**src/rtl/atm_keypad_entry.sv**
```systemverilog
// ---------------------------------------------------------------------------
// atm_keypad_entry
//
// Input stage of the ATM controller. Collects BCD keypad strokes and assembles
// the packed account number, password and withdrawal amount fields for the
// ATM core. Each field is released with a one-cycle valid pulse.
//
// Optional feature macro: ATM_KEY_TIMEOUT_EN
//   When defined, an inactivity counter aborts a partially entered
//   transaction after TIMEOUT_CYC idle cycles and pulses `timeout`.
//   When undefined, there is no counter and `timeout` is tied to 0.
//
// Ports
//   clk        in   1      system clock, rising edge
//   rst        in   1      asynchronous, active-low reset
//   key_valid  in   1      one-cycle strobe: key_code is valid
//   key_code   in   4      0-9 digit, A=clear, B=enter, C=cancel, D-F ignored
//   useractno  out  4*ACCT_DIGITS  packed BCD account number, MS digit on top
//   userpswd   out  4*PSWD_DIGITS  packed BCD password
//   useramt    out  4*AMT_DIGITS   packed BCD amount, right-aligned
//   acct_vld   out  1      one-cycle pulse: useractno updated
//   pswd_vld   out  1      one-cycle pulse: userpswd updated
//   amt_vld    out  1      one-cycle pulse: useramt updated
//   entry_err  out  1      one-cycle pulse: enter with too few digits
//   timeout    out  1      one-cycle pulse: inactivity abort
//   phase      out  2      0=ACCT, 1=PSWD, 2=AMT
// ---------------------------------------------------------------------------
module atm_keypad_entry #(
  parameter int ACCT_DIGITS = 4,
  parameter int PSWD_DIGITS = 2,
  parameter int AMT_DIGITS  = 4,
  parameter int TIMEOUT_CYC = 1000
) (
  input  logic                     clk,
  input  logic                     rst,
  input  logic                     key_valid,
  input  logic [3:0]               key_code,
  output logic [4*ACCT_DIGITS-1:0] useractno,
  output logic [4*PSWD_DIGITS-1:0] userpswd,
  output logic [4*AMT_DIGITS-1:0]  useramt,
  output logic                     acct_vld,
  output logic                     pswd_vld,
  output logic                     amt_vld,
  output logic                     entry_err,
  output logic                     timeout,
  output logic [1:0]               phase
);

  // The shift buffer is shared by all three fields, so it is sized for the
  // widest one. It is cleared at every field boundary and the digit count is
  // capped at the current field's width, so bits above the current field
  // stay zero and a plain low-order slice yields the field.
  localparam int MAX_AB     = (ACCT_DIGITS > PSWD_DIGITS) ? ACCT_DIGITS : PSWD_DIGITS;
  localparam int MAX_DIGITS = (MAX_AB > AMT_DIGITS) ? MAX_AB : AMT_DIGITS;
  localparam int BUF_W      = 4 * MAX_DIGITS;
  localparam int CNT_W      = $clog2(MAX_DIGITS + 1);

  typedef enum logic [1:0] {
    PH_ACCT = 2'd0,
    PH_PSWD = 2'd1,
    PH_AMT  = 2'd2
  } phase_t;

  phase_t             phase_reg;
  logic [BUF_W-1:0]   shift_buf;
  logic [CNT_W-1:0]   digit_cnt;
  logic [CNT_W-1:0]   field_limit;
  logic               is_digit;
  logic               expire;

  assign is_digit = (key_code <= 4'd9);
  assign phase    = phase_reg;

  always_comb begin
    field_limit = '0;
    case (phase_reg)
      PH_ACCT: field_limit = CNT_W'(ACCT_DIGITS);
      PH_PSWD: field_limit = CNT_W'(PSWD_DIGITS);
      PH_AMT:  field_limit = CNT_W'(AMT_DIGITS);
      default: field_limit = '0;
    endcase
  end

  always_ff @(posedge clk or negedge rst) begin
    if (!rst) begin
      phase_reg <= PH_ACCT;
      shift_buf <= '0;
      digit_cnt <= '0;
      useractno <= '0;
      userpswd  <= '0;
      useramt   <= '0;
      acct_vld  <= 1'b0;
      pswd_vld  <= 1'b0;
      amt_vld   <= 1'b0;
      entry_err <= 1'b0;
    end else begin
      acct_vld  <= 1'b0;
      pswd_vld  <= 1'b0;
      amt_vld   <= 1'b0;
      entry_err <= 1'b0;

      if (!(phase_reg inside {PH_ACCT, PH_PSWD, PH_AMT})) begin
        // Unused encoding: fall back to the start of a transaction.
        phase_reg <= PH_ACCT;
        shift_buf <= '0;
        digit_cnt <= '0;
      end else if (key_valid) begin
        if (is_digit) begin
          if (digit_cnt != field_limit) begin
            shift_buf <= {shift_buf[BUF_W-5:0], key_code};
            digit_cnt <= digit_cnt + 1'b1;
          end
        end else begin
          case (key_code)
            4'hA: begin
              shift_buf <= '0;
              digit_cnt <= '0;
            end
            4'hB: begin
              case (phase_reg)
                PH_ACCT: begin
                  if (digit_cnt == CNT_W'(ACCT_DIGITS)) begin
                    useractno <= shift_buf[4*ACCT_DIGITS-1:0];
                    acct_vld  <= 1'b1;
                    phase_reg <= PH_PSWD;
                    shift_buf <= '0;
                    digit_cnt <= '0;
                  end else begin
                    entry_err <= 1'b1;
                  end
                end
                PH_PSWD: begin
                  if (digit_cnt == CNT_W'(PSWD_DIGITS)) begin
                    userpswd  <= shift_buf[4*PSWD_DIGITS-1:0];
                    pswd_vld  <= 1'b1;
                    phase_reg <= PH_AMT;
                    shift_buf <= '0;
                    digit_cnt <= '0;
                  end else begin
                    entry_err <= 1'b1;
                  end
                end
                default: begin
                  // Amount is variable length; phase stays AMT so further
                  // withdrawals can follow without re-entering credentials.
                  if (digit_cnt != '0) begin
                    useramt   <= shift_buf[4*AMT_DIGITS-1:0];
                    amt_vld   <= 1'b1;
                    shift_buf <= '0;
                    digit_cnt <= '0;
                  end else begin
                    entry_err <= 1'b1;
                  end
                end
              endcase
            end
            4'hC: begin
              useractno <= '0;
              userpswd  <= '0;
              useramt   <= '0;
              shift_buf <= '0;
              digit_cnt <= '0;
              phase_reg <= PH_ACCT;
            end
            default: ; // D-F: no effect on entry state
          endcase
        end
      end else if (expire) begin
        // Inactivity abort behaves exactly like Cancel.
        useractno <= '0;
        userpswd  <= '0;
        useramt   <= '0;
        shift_buf <= '0;
        digit_cnt <= '0;
        phase_reg <= PH_ACCT;
      end
    end
  end

`ifdef ATM_KEY_TIMEOUT_EN
  localparam int TMO_W = (TIMEOUT_CYC > 1) ? $clog2(TIMEOUT_CYC) : 1;

  logic [TMO_W-1:0] tmo_cnt;
  logic             active;

  // Idle in ACCT with nothing typed is not a pending transaction.
  assign active = (phase_reg != PH_ACCT) || (digit_cnt != '0);
  // A key on the expiry cycle takes precedence over the abort.
  assign expire = !key_valid && active && (tmo_cnt == TMO_W'(TIMEOUT_CYC - 1));

  always_ff @(posedge clk or negedge rst) begin
    if (!rst) begin
      tmo_cnt <= '0;
      timeout <= 1'b0;
    end else begin
      timeout <= expire;
      if (key_valid || expire) begin
        tmo_cnt <= '0;
      end else if (active) begin
        tmo_cnt <= tmo_cnt + 1'b1;
      end
    end
  end
`else
  logic unused_timeout_cfg;

  assign expire             = 1'b0;
  assign timeout            = 1'b0;
  assign unused_timeout_cfg = (TIMEOUT_CYC == 0);
`endif

endmodule
```
**config.mk**
```make
export PLATFORM = sky130hd
export DESIGN_NAME = atm_keypad_entry
export DESIGN_NICKNAME = d
export VERILOG_FILES = /design/src/rtl/atm_keypad_entry.sv
export SDC_FILE = /design/constraint.sdc
export NUM_CORES = 1
export LEC_CHECK = 0
export CORE_MARGIN = 3
export CORE_UTILIZATION = 56
export DETAILED_ROUTE_END_ITERATION = 8
export GPL_ROUTABILITY_DRIVEN = 0
export HOLD_SLACK_MARGIN = 0.05
export PLACE_DENSITY = 0.86
export SYNTH_ARGS = -nofsm -noshare
export SYNTH_HDL_FRONTEND = slang
export SYNTH_SLANG_ARGS = --single-unit
```
**constraint.sdc**
```tcl
create_clock -name clk -period 3 [get_ports clk]
set_input_delay 0.75 -clock clk [delete_from_list [all_inputs] [get_ports clk]]
set_output_delay 0.75 -clock clk [all_outputs]
set_load 0.03 [all_outputs]
```
==> flow_summary.html <==
<table>
<tr><th>Metric</th><th>Value</th></tr>
<tr><th colspan="2">Final layout</th></tr>
<tr><td>Fillers</td><td>about 320</td></tr>
<tr><td>Largest registers ranked by flip-flop count</td><td>shift_buf x16, useractno x16, useramt x16</td></tr>
<tr><td>Area growth from synthesis to final layout</td><td>27.10%</td></tr>
<tr><td>Antenna Diode Count</td><td>0</td></tr>
<tr><td>Fraction of final layout cells with drive strength greater than 1</td><td>0.1980</td></tr>
<tr><td>Number of nets in the final layout</td><td>around 300</td></tr>
<tr><th colspan="2">STA</th></tr>
<tr><td>Actual transition at the worst max-transition pin</td><td>slightly above 0.6 ns</td></tr>
<tr><td>Post-route worst setup slack</td><td>0.5972 ns</td></tr>
<tr><td>Final worst-path cycle share</td><td>0.8009</td></tr>
<tr><td>Headroom to the max-slew limit</td><td>0.5888</td></tr>
<tr><td>Pins Over Slew Limit</td><td>0</td></tr>
<tr><td>Setup skew after layout</td><td>0.01277 ns</td></tr>
<tr><td>Number of setup violations in the final report</td><td>0</td></tr>
<tr><td>Final TNS setup</td><td>0 ns</td></tr>
<tr><td>Maximum frequency from static timing analysis</td><td>approximately 420 MHz</td></tr>
<tr><td>Final min period</td><td>about 2.4 ns</td></tr>
<tr><td>Setup repair after global routing missed its margin</td><td>no</td></tr>
<tr><td>Number of endpoints with negative hold slack in the final report</td><td>0</td></tr>
<tr><th colspan="2">Synthesis</th></tr>
<tr><td>Synthesized netlist net count</td><td>245</td></tr>
<tr><td>Yosys top cell area share</td><td>0.5584</td></tr>
<tr><td>Synthesized instance count</td><td>235</td></tr>
<tr><td>Number of warnings reported in the yosys synthesis log</td><td>0</td></tr>
<tr><td>Top cells by area in the synthesized netlist</td><td>sky130_fd_sc_hd__dfrtp_1 56%, sky130_fd_sc_hd__mux2_2 9.3%, sky130_fd_sc_hd__mux2i_1 4.8%, sky130_fd_sc_hd__a22o_1 3.6%, sky130_fd_sc_hd__inv_1 2.3%</td></tr>
<tr><td>Post-synthesis cell type with the largest combined area</td><td>sky130_fd_sc_hd__dfrtp_1</td></tr>
<tr><td>Portion of the post-synthesis area used by sequential elements</td><td>0.5584</td></tr>
<tr><td>Number of library cell types mapped by synthesis</td><td>between 40 and 50</td></tr>
<tr><td>Mapped Avg Cell Area</td><td>between 10 and 15 um^2</td></tr>
<tr><td>Post-synthesis cell area</td><td>approximately 2900 um^2</td></tr>
<tr><td>Flip-flop and latch count after synthesis</td><td>65</td></tr>
<tr><th colspan="2">Flow run</th></tr>
<tr><td>Max-Cap Viols</td><td>0</td></tr>
<tr><th colspan="2">Route</th></tr>
<tr><td>DRC violation count after routing</td><td>0</td></tr>
<tr><td>Antenna viol nets, final</td><td>0</td></tr>
<tr><td>Routed WL</td><td>between 6000 and 7000 um</td></tr>
<tr><td>Via count</td><td>about 2,000</td></tr>
<tr><td>Wire length per cell</td><td>between 15 and 20 um</td></tr>
<tr><td>1st-pass router iterations</td><td>6</td></tr>
<tr><td>Number of DRC violations after detailed-routing iteration 0</td><td>175</td></tr>
<tr><td>Via count normalized by instance count</td><td>~5.6</td></tr>
<tr><th colspan="2">Setup path</th></tr>
<tr><td>Worst Path Max Fanout</td><td>13</td></tr>
<tr><td>Number of buffers and inverters on the critical path</td><td>1</td></tr>
<tr><td>Largest incremental delay on the critical path</td><td>roughly 0.75 ns</td></tr>
<tr><td>Kind of critical path</td><td>reg -&gt; out</td></tr>
<tr><td>Launching element type of the critical path</td><td>register</td></tr>
<tr><td>Critical Path Sink Type</td><td>output pin</td></tr>
<tr><td>Sequence of cells on the critical path</td><td>clkdlybuf4s50_1</td></tr>
<tr><td>Crit path required time</td><td>2.25 ns</td></tr>
<tr><td>CP Data Arrival Time</td><td>1.65 ns</td></tr>
<tr><td>Family with the most delay on the worst path</td><td>buffers and inverters</td></tr>
<tr><td>Cell with the largest stage delay on the worst path</td><td>sky130_fd_sc_hd__clkdlybuf4s50_1</td></tr>
<tr><th colspan="2">Die</th></tr>
<tr><td>Core region area</td><td>approximately 4900 um^2</td></tr>
<tr><td>Die area</td><td>approximately 6000 um^2</td></tr>
<tr><td>Horizontal die dimension</td><td>between 70 and 80 um</td></tr>
<tr><td>Initial Utilization</td><td>0.5969</td></tr>
<tr><td>I/O pin cnt</td><td>54</td></tr>
<tr><td>Number of core rows</td><td>25</td></tr>
<tr><td>Die span in y</td><td>slightly below 80 um</td></tr>
<tr><th colspan="2">Run status</th></tr>
<tr><td>Status</td><td>finished clean</td></tr>
<tr><th colspan="2">CTS</th></tr>
<tr><td>Number of clock buffers inserted by TritonCTS</td><td>9</td></tr>
<tr><td>CTS clock-pin slew for the worst setup and hold paths</td><td>about 0.07 ns</td></tr>
<tr><td>Sink count of the clock tree</td><td>65</td></tr>
<tr><td>Cts repair resizes</td><td>0</td></tr>
<tr><td>TritonCTS clock tree</td><td>done</td></tr>
<tr><td>CTS H-tree depth</td><td>3</td></tr>
<tr><td>Post-CTS setup repair buffer count</td><td>0</td></tr>
<tr><td>Clock buffer depth</td><td>2</td></tr>
<tr><td>Number of buffers added to fix hold violations after cts</td><td>0</td></tr>
<tr><td>Cell at the root of the clock tree</td><td>sky130_fd_sc_hd__clkbuf_8</td></tr>
<tr><td>Insertion delay to the later sink of the worst-skew pair</td><td>about 0.34 ns</td></tr>
<tr><th colspan="2">Place</th></tr>
<tr><td>Pre-CTS setup slack</td><td>0.3073 ns</td></tr>
<tr><td>Port Buf Inserts</td><td>52</td></tr>
<tr><td>Detail Placement HPWL</td><td>4270 um</td></tr>
<tr><th colspan="2">GRT</th></tr>
<tr><td>Largest net degree at the start of global routing</td><td>40</td></tr>
<tr><td>Overall track demand over capacity in global routing</td><td>0.2276</td></tr>
<tr><td>Global-route congestion overflow total</td><td>0</td></tr>
<tr><td>Initial antenna violation count</td><td>0</td></tr>
<tr><td>Wire length of the first global-routing pass</td><td>10,740 um</td></tr>
<tr><td>Via count of the first global-routing pass</td><td>~2,200</td></tr>
<tr><th colspan="2">Power and ir drop</th></tr>
<tr><td>Worst-case vdd ir drop</td><td>~0.00065 V</td></tr>
<tr><td>Overall Power</td><td>2.884 mW</td></tr>
<tr><td>Power density over cell area</td><td>just under 800 nW/um^2</td></tr>
<tr><td>Static Leak</td><td>around 1.7 nW</td></tr>
<tr><th colspan="2">Hold path</th></tr>
<tr><td>Class of the most critical hold timing path</td><td>in -&gt; async</td></tr>
</table>
## Yosys cell counts (all sizes together)
cell type  count
a221oi         1
nor4           1
clkbuf         2
o21ai          3
conb           1
and4b          1
and2           2
nand4b         1
or4            1
nand2         18
nand4bb        2
o2111ai        1
o2bb2ai        2
buf           11
a21oi          1
nor2          16
and4bb         1
a22o          16
or3b           1
mux2          28
a2111oi        2
a31o           1
mux2i         14
dfrtp         65
o21a           1
nor3b          2
o211ai         3
inv           18
o2111a         1
a211oi         2
nor3           5
nand3b         2
nor2b          6
ha             3
## through the flow
stage                     area, um^2  utilization  hold slack [ns]  cells
after global routing            3702       0.7587           0.4443    365
final                           3702       0.7587           0.4179    365
after floorplan                 2913            -           0.4544    235
after detailed placement        3527       0.7228           0.4915    351
after global placement          3527       0.7228           0.4766    351
after CTS                       3702       0.7587           0.4250    365
## final timing paths
check                                to  slack, ns          from  cells after the start
hold reg to reg             useramt[14]       0.50   useramt[14]                      1
min in group clk            useramt[14]       0.50   useramt[14]                      1
hold / removal              userpswd[2]       0.42           rst                      1
max in group asynchronous      phase[1]       1.96           rst                      2
setup reg to reg           shift_buf[1]       0.78  digit_cnt[0]                      7
setup / recovery               phase[0]       0.60      phase[0]                      1
## where the power goes
group / internal (mW) / leakage [nW] / total, mW / switching (mW)
combinational: 0.429 / 0.726 / 0.965 / 0.536
sequential: 1.07 / 0.875 / 1.23 / 0.156
clock: 0.375 / 0.0892 / 0.689 / 0.314
## placed cells by master, fill, tap and decap left out, drive strengths merged, types with 6 or more instances in the layout
cell            n
a22o           16
buf            11
clkbuf         11
clkdlybuf4s50  51
dfrtp          65
inv            18
mux2           28
mux2i          14
nand2          18
nor2           16
nor2b           6
## area by class of cell
| cell class | instances | area [um^2] | area share |
|---|---|---|---|
| timing repair buffer | 62 | 615.6 | 0.1663 |
| sequential | 65 | 1627 | 0.4393 |
| inverter | 18 | 67.56 | 0.01825 |
| tap | 67 | 83.83 | 0.02264 |
| multi-input combinational | 139 | 1134 | 0.3062 |
| clock inverter | 3 | 43.79 | 0.01183 |
| clock buffer | 11 | 131.4 | 0.03548 |
## logic make-up (layout without fill, tap and decap cells)
logic type / after synthesis / after routing / share of synthesized area
AND/OR/NAND/NOR: 59 / 59 / 0.1100
multiplexers: 42 / 42 / 0.1564
buffers and inverters: 31 / 94 / 0.05412
other: 1 / 1 / 0.001287
AO/OA/AOI/OAI: 34 / 34 / 0.1070
flip-flops: 65 / 65 / 0.5584
adder cells (fa/ha/maj): 3 / 3 / 0.01289
## layer usage
layer / wire [um] / GRT usage / up-vias
met5: 0 / 0 / -
met4: 97 / 0.1101 / 0
met3: 309 / 0.03670 / 11
met2: 3105 / 0.3613 / 67
met1: 2700 / 0.3068 / 1021
li1: - / - / 941
No activity file was read; power rests on OpenSTA's default activity.
